File: src/rtl/life_pkg.sv
// Shared types and constants for the Game-of-Life controller slice.
package life_pkg;

  localparam int CELLS_X = 32;
  localparam int CELLS_Y = CELLS_X / 16 * 9;

  typedef enum logic [1:0] {
    OP_LOAD  = 2'b00,
    OP_RUN   = 2'b01,
    OP_PAUSE = 2'b10,
    OP_STEP  = 2'b11
  } cmd_op_t;

  typedef enum logic [1:0] {
    ST_IDLE,
    ST_LOAD,
    ST_WAIT,
    ST_STEP
  } life_state_t;

endpackage

File: src/rtl/life_tick_div.sv
// Generation-period divider: counts 0..period after a load, flags the terminal count.
module life_tick_div #(
  parameter int W = 24
) (
  input  logic         clk,
  input  logic         rst,
  input  logic         load,
  input  logic         enable,
  input  logic         clear,
  input  logic [W-1:0] period,
  output logic         tc
);

  logic [W-1:0] count_reg;
  logic [W-1:0] limit_reg;

  always_ff @(posedge clk or posedge rst) begin
    if (rst) begin
      count_reg <= '0;
      limit_reg <= '0;
    end else if (clear) begin
      count_reg <= '0;
      limit_reg <= '0;
    end else if (load) begin
      count_reg <= '0;
      limit_reg <= period;
    end else if (enable && (count_reg != limit_reg)) begin
      count_reg <= count_reg + W'(1);
    end
  end

  // Holds at the limit so the flag stays up until the controller leaves WAIT.
  assign tc = enable && (count_reg == limit_reg);

endmodule

File: src/rtl/life_ctrl.sv
// Life grid sequencer: LOAD / RUN / PAUSE / STEP commands, paced generation requests.
// Optional LIFE_CTRL_GENLIMIT_EN adds gen_limit/done to stop after a set generation count.
module life_ctrl
  import life_pkg::*;
#(
  parameter int TICK_DIV_W = 24,
  parameter int GEN_W      = 16
) (
  input  logic                  clk,
  input  logic                  rst,
  input  logic                  cmd_valid,
  input  logic [1:0]            cmd_op,
  output logic                  cmd_ready,
  input  logic [TICK_DIV_W-1:0] tick_div,
  output logic                  load_en,
  output logic                  step_en,
  input  logic                  step_ack,
  output logic                  running,
  output logic [GEN_W-1:0]      gen_count
`ifdef LIFE_CTRL_GENLIMIT_EN
  ,
  input  logic [GEN_W-1:0]      gen_limit,
  output logic                  done
`endif
);

  life_state_t      state_reg;
  logic             cmd_ready_reg;
  logic             load_en_reg;
  logic             step_en_reg;
  logic             running_reg;
  logic [GEN_W-1:0] gen_reg;

  cmd_op_t          op;
  logic             cmd_acc;
  logic [GEN_W-1:0] gen_next;
  logic             limit_hit;
  logic             div_load;
  logic             div_clear;
  logic             div_en;
  logic             div_tc;

  assign op       = cmd_op_t'(cmd_op);
  assign cmd_acc  = cmd_valid && cmd_ready_reg;
  assign gen_next = gen_reg + GEN_W'(1);

`ifdef LIFE_CTRL_GENLIMIT_EN
  logic done_reg;
  assign limit_hit = (gen_limit != '0) && (gen_next == gen_limit);
  assign done      = done_reg;
`else
  assign limit_hit = 1'b0;
`endif

  // Divider reloads on every WAIT entry so tick_div is sampled fresh each generation.
  always_comb begin
    div_en    = (state_reg == ST_WAIT);
    div_clear = div_en && cmd_acc && ((op == OP_PAUSE) || (op == OP_LOAD));
    div_load  = ((state_reg == ST_IDLE) && cmd_acc && (op == OP_RUN)) ||
                ((state_reg == ST_STEP) && step_ack && running_reg && !limit_hit);
  end

  life_tick_div #(
    .W(TICK_DIV_W)
  ) u_tick_div (
    .clk   (clk),
    .rst   (rst),
    .load  (div_load),
    .enable(div_en),
    .clear (div_clear),
    .period(tick_div),
    .tc    (div_tc)
  );

  always_ff @(posedge clk or posedge rst) begin
    if (rst) begin
      state_reg     <= ST_IDLE;
      cmd_ready_reg <= 1'b1;
      load_en_reg   <= 1'b0;
      step_en_reg   <= 1'b0;
      running_reg   <= 1'b0;
      gen_reg       <= '0;
`ifdef LIFE_CTRL_GENLIMIT_EN
      done_reg      <= 1'b0;
`endif
    end else begin
      load_en_reg <= 1'b0;
`ifdef LIFE_CTRL_GENLIMIT_EN
      done_reg    <= 1'b0;
`endif
      case (state_reg)
        ST_IDLE: begin
          if (cmd_acc) begin
            case (op)
              OP_LOAD: begin
                state_reg     <= ST_LOAD;
                load_en_reg   <= 1'b1;
                cmd_ready_reg <= 1'b0;
                gen_reg       <= '0;
                running_reg   <= 1'b0;
              end
              OP_RUN: begin
                state_reg   <= ST_WAIT;
                running_reg <= 1'b1;
              end
              OP_STEP: begin
                state_reg     <= ST_STEP;
                step_en_reg   <= 1'b1;
                cmd_ready_reg <= 1'b0;
              end
              default: ;
            endcase
          end
        end
        ST_LOAD: begin
          state_reg     <= ST_IDLE;
          cmd_ready_reg <= 1'b1;
        end
        ST_WAIT: begin
          // A PAUSE or LOAD landing on the terminal count wins over the step.
          if (cmd_acc && (op == OP_PAUSE)) begin
            state_reg   <= ST_IDLE;
            running_reg <= 1'b0;
          end else if (cmd_acc && (op == OP_LOAD)) begin
            state_reg     <= ST_LOAD;
            load_en_reg   <= 1'b1;
            cmd_ready_reg <= 1'b0;
            gen_reg       <= '0;
            running_reg   <= 1'b0;
          end else if (div_tc) begin
            state_reg     <= ST_STEP;
            step_en_reg   <= 1'b1;
            cmd_ready_reg <= 1'b0;
          end
        end
        ST_STEP: begin
          if (step_ack) begin
            step_en_reg   <= 1'b0;
            cmd_ready_reg <= 1'b1;
            gen_reg       <= gen_next;
            if (running_reg && !limit_hit) begin
              state_reg <= ST_WAIT;
            end else begin
              state_reg   <= ST_IDLE;
              running_reg <= 1'b0;
            end
`ifdef LIFE_CTRL_GENLIMIT_EN
            done_reg <= limit_hit;
`endif
          end
        end
        default: state_reg <= ST_IDLE;
      endcase
    end
  end

  assign cmd_ready = cmd_ready_reg;
  assign load_en   = load_en_reg;
  assign step_en   = step_en_reg;
  assign running   = running_reg;
  assign gen_count = gen_reg;

endmodule

File: config.mk
export PLATFORM = sky130hd
export DESIGN_NAME = life_ctrl
export DESIGN_NICKNAME = d
export VERILOG_FILES = /design/src/rtl/life_pkg.sv /design/src/rtl/life_tick_div.sv /design/src/rtl/life_ctrl.sv
export SDC_FILE = /design/constraint.sdc
export NUM_CORES = 1
export LEC_CHECK = 0
export ABC_AREA = 1
export CAP_MARGIN = 20
export CORE_UTILIZATION = 55
export DETAILED_ROUTE_END_ITERATION = 8
export PLACE_DENSITY = 0.9
export SYNTH_ARGS = -nofsm -noshare
export SYNTH_HDL_FRONTEND = slang
export SYNTH_HIERARCHICAL = 1
export SYNTH_SLANG_ARGS = --single-unit
File: constraint.sdc
create_clock -name clk -period 3.05 [get_ports clk]
set_input_delay 0.305 -clock clk [delete_from_list [all_inputs] [get_ports clk]]
set_output_delay 0.305 -clock clk [all_outputs]
set_load 0.02 [all_outputs]
-- After elaboration in Yosys (flattened, before gate mapping)
Index checks and enable logic that the tools add are counted.
- output and inout port bits: 20
- input port bits: 30
- flip-flop bits (word level): 70
- word-level logic and storage cells: 101
- multiplexer cells: 45
- equality and inequality tests: 22
- reductions and logical operators: 24
- add/subtract/negate cells: 2
- operators with widths (kind ; number):
    2-to-1 mux 24 bit ; 5
    2-to-1 mux 16 bit ; 5
    one-hot mux 16 bit (3 select lines) ; 1
    adder 24 x 1 -> 24 bit (second input constant) ; 1
    == test 24 bit ; 1
    != test 24 bit ; 1
    2-to-1 mux 1 bit ; 21
    adder 16 x 1 -> 16 bit (second input constant) ; 1
    != test 2 bit (second input constant) ; 7
    2-to-1 mux 2 bit ; 6
    logical AND 1 bit ; 11
    AND reduction 5 bit ; 2
    == test 2 bit (second input constant) ; 4
    one-hot mux 2 bit (4 select lines) ; 1
    AND reduction 7 bit ; 1
    != test 3 bit (second input constant) ; 2
    one-hot mux 1 bit (3 select lines) ; 2
    one-hot mux 2 bit (3 select lines) ; 1
    AND reduction 6 bit ; 1
    nonzero test 3 bit ; 2
    == test 2 x 1 -> 1 bit (second input constant) ; 2
    logical NOT 2 bit ; 2
    != test 2 x 1 -> 1 bit (second input constant) ; 2
    != test 4 x 1 -> 1 bit (second input constant) ; 1
    other kinds (8) ; 10

-- Depth between registers and ports, before layout
- word-level depth: 6
- gate-level depth with buffers: 17

-- Cells and area by module
Netlist, hierarchy kept.
- by module, submodules not included (module ; instances ; area each (sq um) ; seq. area each (sq um) ; cells an instance):
    life_tick_div ; 1 ; 3071.7 ; 1201.2 ; 463
    life_ctrl ; 1 ; 1512.7 ; 551.8 ; 226

-- Worst setup path after synthesis
No wires, ideal clock.
- path kind: flip-flop to flip-flop
- start point: reg state_reg[0]
- end point: reg step_en_reg (netlist: step_en)
- buffers on the path: 3
- required time: 2933 ps
- clock period less this slack: 1995 ps
- cell stages (with the launch flop): 16
- data arrival time: 1878 ps
- setup slack: 1055 ps
- path through: dfrtp_1 -> buf_4 -> inv_1 -> nand2_2 -> inv_2 -> clkbuf_1 -> clkbuf_1 -> inv_1 -> nor2_1 -> inv_1 -> nand2_1 -> nand2_1 -> nor2_1 -> nand2_1 -> nand2_1 -> nand2_1
- cells in the longest elaborated chain, start to end: 4
- elaborated cells between the ends (all ways): 13
- ends and longest elaborated chain (item ; line ; source):
    start: declaration ; life_ctrl.sv:27 ; life_state_t state_reg;
    start signal: assignment ; life_ctrl.sv:77 ; state_reg <= ST_IDLE;
    start signal: assignment ; life_ctrl.sv:96 ; state_reg <= ST_LOAD;
    start signal: assignment ; life_ctrl.sv:103 ; state_reg <= ST_WAIT;
    == test 2 bit ; life_ctrl.sv:57 ; div_en = (state_reg == ST_WAIT);
    via div_en ; life_ctrl.sv:40 ; logic div_en;
    logical AND 1 bit ; life_tick_div.sv:33 ; assign tc = enable && (count_reg == limit_reg);
    via div_tc ; life_ctrl.sv:41 ; logic div_tc;
    != test 2 bit (no source line) ; n/a ;
    AND reduction 7 bit (no source line) ; n/a ;
    end signal: assignment ; life_ctrl.sv:80 ; step_en_reg <= 1'b0;
    end signal: assignment ; life_ctrl.sv:108 ; step_en_reg <= 1'b1;
    end signal: assignment ; life_ctrl.sv:132 ; step_en_reg <= 1'b1;
    end: declaration ; life_ctrl.sv:30 ; logic step_en_reg;
The timed path passes the listed nets, and every way through them passes these cells.
A chain may end at the register's enable or synchronous reset.

-- Final worst setup path
- start point: in cmd_op[0]
- end point: reg u_tick_div.limit_reg[16]
- cells in the longest elaborated chain, start to end: 4
- elaborated cells between the ends (all ways): 9
- ends and longest elaborated chain (item ; line ; source):
    start: declaration ; life_ctrl.sv:12 ; input logic [1:0] cmd_op,
    == test 2 bit or logical NOT 2 bit (tied branches) ; life_ctrl.sv:58 ; div_clear = div_en && cmd_acc && ((op == OP_PAUSE) || (op == OP_LOAD));
    logical OR 1 bit * ; life_ctrl.sv:58 ;
    logical AND 1 bit * ; life_ctrl.sv:58 ;
    via div_clear ; life_ctrl.sv:39 ; logic div_clear;
    2-to-1 mux 24 bit or nonzero test 2 bit (tied branches) ; n/a ;
    end signal: assignment ; life_tick_div.sv:26 ; limit_reg <= period;
    end: declaration ; life_tick_div.sv:15 ; logic [W-1:0] limit_reg;
Mark *: on every way through the listed nets, which the timed path passes. The rest lies on a longest branch.

==> flow_summary_export.csv <==
group,metric,value,unit
status,status,"completed",
yosys,yosysSeqAreaShare,0.382,
clock_tree,ctsResizeCount,0,
finish,final_nets,768,
global_route,grt_pass1_vias,4358,
power,clock_power_share,0.399,
run,maxCapViolations,0,
power,combPwrFrac,0.068,
drt,drc,0,
sta,fin_crit,2.24,ns
finish,drive_gt1_frac,0.0584,
die,dieArea,8700,sq um
finish,areaGrowthSynthToFinish,16.3,%
yosys,synth_cells,689,
power,p_int,1.37,mW
clock_tree,clk_latency,0.34,ns
sta,hold_viol,0,
yosys,synth_area_leaders,"dfrtp_1 (38%), nand2_1 (20%), nand3_1 (8.6%)",
drt,drt_iter0_markers,444,
yosys,synth_seq_cells,70,
sta,worst_pin_slew,0.882,ns
sta,max_freq,0.447,GHz
sta,max_slew_margin,0.411,
global_route,grt_usage,0.285,
drt,vias,4623,
setup_path,cp.arrival,2.42,ns
yosys,syn_area,4580,sq um
power,switching_share,0.241,
sta,min_period_over_period,0.733,
setup_path,crit_required,3.23,ns
die,coreArea,7890,sq um
sta,setup_viol,0,
drt,antenna_left,0,
global_route,grt_pass1_wl,19.6,mm
drt,drt_pass1_iterations,5,
placed_design,port_buffers,49,
yosys,ys_types,31,
clock_tree,numCtsBuffers,9,
global_route,grt_max_degree,51,
power,cellLeakagePower,2.67,nW
global_route,overflow,0,
die,die_w,93.3,um
setup_path,worstSetupPathType,"input port to register",
finish,antenna_cells,0,
sta,slew_viol_final,0,
drt,via_per_inst,5.52,
clock_tree,clockBufferDepth,2,
setup_path,cp_max_fo,22,
yosys,yosysTopAreaCellShare,0.377,
die,die_height,93.3,um
die,start_util,0.581,
clock_tree,clk_pin_slew,0.08,ns
drt,wl_per_cell,13.9,um
placed_design,dp_cells,821,
finish,multiInputGateArea,2370,sq um
power,ir_worst_vdd,0.000216,V
global_route,antenna_found_initial,0,
clock_tree,cts-hold-fix-buffers,0,
sta,rsz0062_at_grt,"no",
sta,skew,0.00969,ns
finish,finalNonFillerCells,838,
finish,fill_cells,694,
clock_tree,tritoncts,"yes",
clock_tree,htree_levels,3,
clock_tree,cts_root_buffer,"clkbuf_8",
clock_tree,cts_sinks,70,
yosys,avgSynthCellArea,6.65,sq um
sta,finalSetupTns,0,ns
finish,regArea,1750,sq um
setup_path,cp-end-kind,"register",
placed_design,place.gp.congestion,0.921,
yosys,syn-num-nets,726,
power,power_density,338,nW/um^2
placed_design,place_hpwl,7.82,mm
die,ios,50,
setup_path,startpoint_type,"input port",
yosys,yosysWarnings,6,
die,rows,32,
clock_tree,cts_setup_buffers,0,
power,seqPwrFrac,0.533,
power,switching_power,0.433,mW
yosys,synth.largest_area_cell,"dfrtp_1",
drt,wl,11.7,mm
hold_path,hold_path.class,"input port to async pin",
[cell usage after synthesis]
cell,instances
o21ai_1,1
nor3_1,1
nor2_1,64
buf_1,2
nand2_2,3
a21oi_1,1
a21boi_0,1
nor2_2,7
dfrtp_1,69
o22ai_1,1
buf_4,1
nand4_4,1
nand4_1,33
xor2_1,18
dfstp_2,1
o21bai_1,3
nand3_4,1
inv_2,5
xnor2_1,2
nand2_4,1
nand3b_1,1
ha_1,7
nand2_1,247
o21ai_0,29
nor3b_1,1
clkbuf_1,13
buf_6,3
a211oi_1,1
inv_1,87
nand3_1,79
buf_2,5
[cell type report]
| cell class | instances | area share |
|---|---|---|
| multi-input combinational | 503 | 0.445 |
| clock buffer | 13 | 0.0317 |
| timing repair buffer | 55 | 0.103 |
| inverter | 92 | 0.0648 |
| tap | 102 | 0.0239 |
| clock inverter | 3 | 0.00329 |
| sequential | 70 | 0.329 |
[logic make-up (layout without fill, tap and decap cells)]
kind of cell,count (synthesis),count (layout),synth area share
compound gates,37,37,0.0434
xor+xnor,20,20,0.0382
fa+ha+maj,7,7,0.0191
buf+inv,116,163,0.102
flops,70,70,0.382
simple gates,439,439,0.415
[stage by stage]
step | utilization | hold slack [ns] | power [mW] | instance area, sq um | worst slack, ns
after floorplan | - | 0.293 | 1.04 | 4580 | 1.05
after global placement | 0.650 | 0.462 | 1.09 | 5120 | 0.656
after detailed placement | 0.650 | 0.463 | 1.10 | 5120 | 0.529
after CTS | 0.673 | 0.476 | 1.80 | 5310 | 0.873
after global routing | 0.676 | 0.401 | 1.86 | 5330 | 0.594
final | 0.676 | 0.361 | 1.80 | 5330 | 0.815
[cell usage in the layout (no fill, tap or decap)]
cell and instances:
a211oi_1 1, a21boi_0 1, a21oi_1 1, buf_12 1, buf_4 5, clkbuf_1 1
clkbuf_8 12, clkdlybuf4s50_1 49, clkinv_2 2, clkinvlp_4 1, dfrtp_1 69, dfstp_2 1
ha_1 7, inv_1 86, inv_2 6, nand2_1 247, nand2_2 3, nand2_4 1
nand3_1 79, nand3_4 1, nand3b_1 1, nand4_1 33, nand4_4 1, nor2_1 63
nor2_2 8, nor3_1 1, nor3b_1 1, o21ai_0 28, o21ai_1 1, o21ai_2 1
o21bai_1 3, o22ai_1 1, xnor2_1 2, xor2_1 18
[worst max-delay path: stages]
cell and delay (ns):
clkdlybuf4s50_1 0.49, inv_1 0.12, ha_1 0.18, inv_1 0.05
nor2_1 0.20, nand2_2 0.13, o21ai_0 0.14, nor2_2 0.08
inv_1 0.52, o21ai_0 0.19
[power groups by stage]
stage	Clock (mW)	Sequential [mW]	Combinational, mW
floorplan	0	0.973	0.0630
global placement	0	0.976	0.115
detailed placement	0	0.977	0.120
CTS	0.720	0.959	0.120
global route	0.761	0.961	0.139
finish	0.718	0.959	0.122
[final timing paths]
path	startpoint	endpoint	cells past startpoint	slack [ns]
worst max-delay path	cmd_op[0]	u_tick_div/limit_reg[16]$_DFFE_PP0P_	10	0.81
worst max register to register	cmd_ready$_DFFE_PP1P_	u_tick_div/limit_reg[16]$_DFFE_PP0P_	7	0.86
worst min register to register	cmd_ready$_DFFE_PP1P_	cmd_ready$_DFFE_PP1P_	2	0.47
worst min-delay path	rst	u_tick_div/limit_reg[9]$_DFFE_PP0P_	2	0.36
min in group clk	cmd_ready$_DFFE_PP1P_	cmd_ready$_DFFE_PP1P_	2	0.47
max in group asynchronous	rst	state_reg[1]$_DFFE_PP0P_	2	2.00
[layer usage]
layer,vias to the layer above,part of all wire,track usage
met5,-,0,0
met4,0,0.0095,0.112
met3,14,0.061,0.0472
met2,154,0.47,0.458
met1,2207,0.45,0.385
li1,2248,-,-
(Power assumes the default switching activity.)
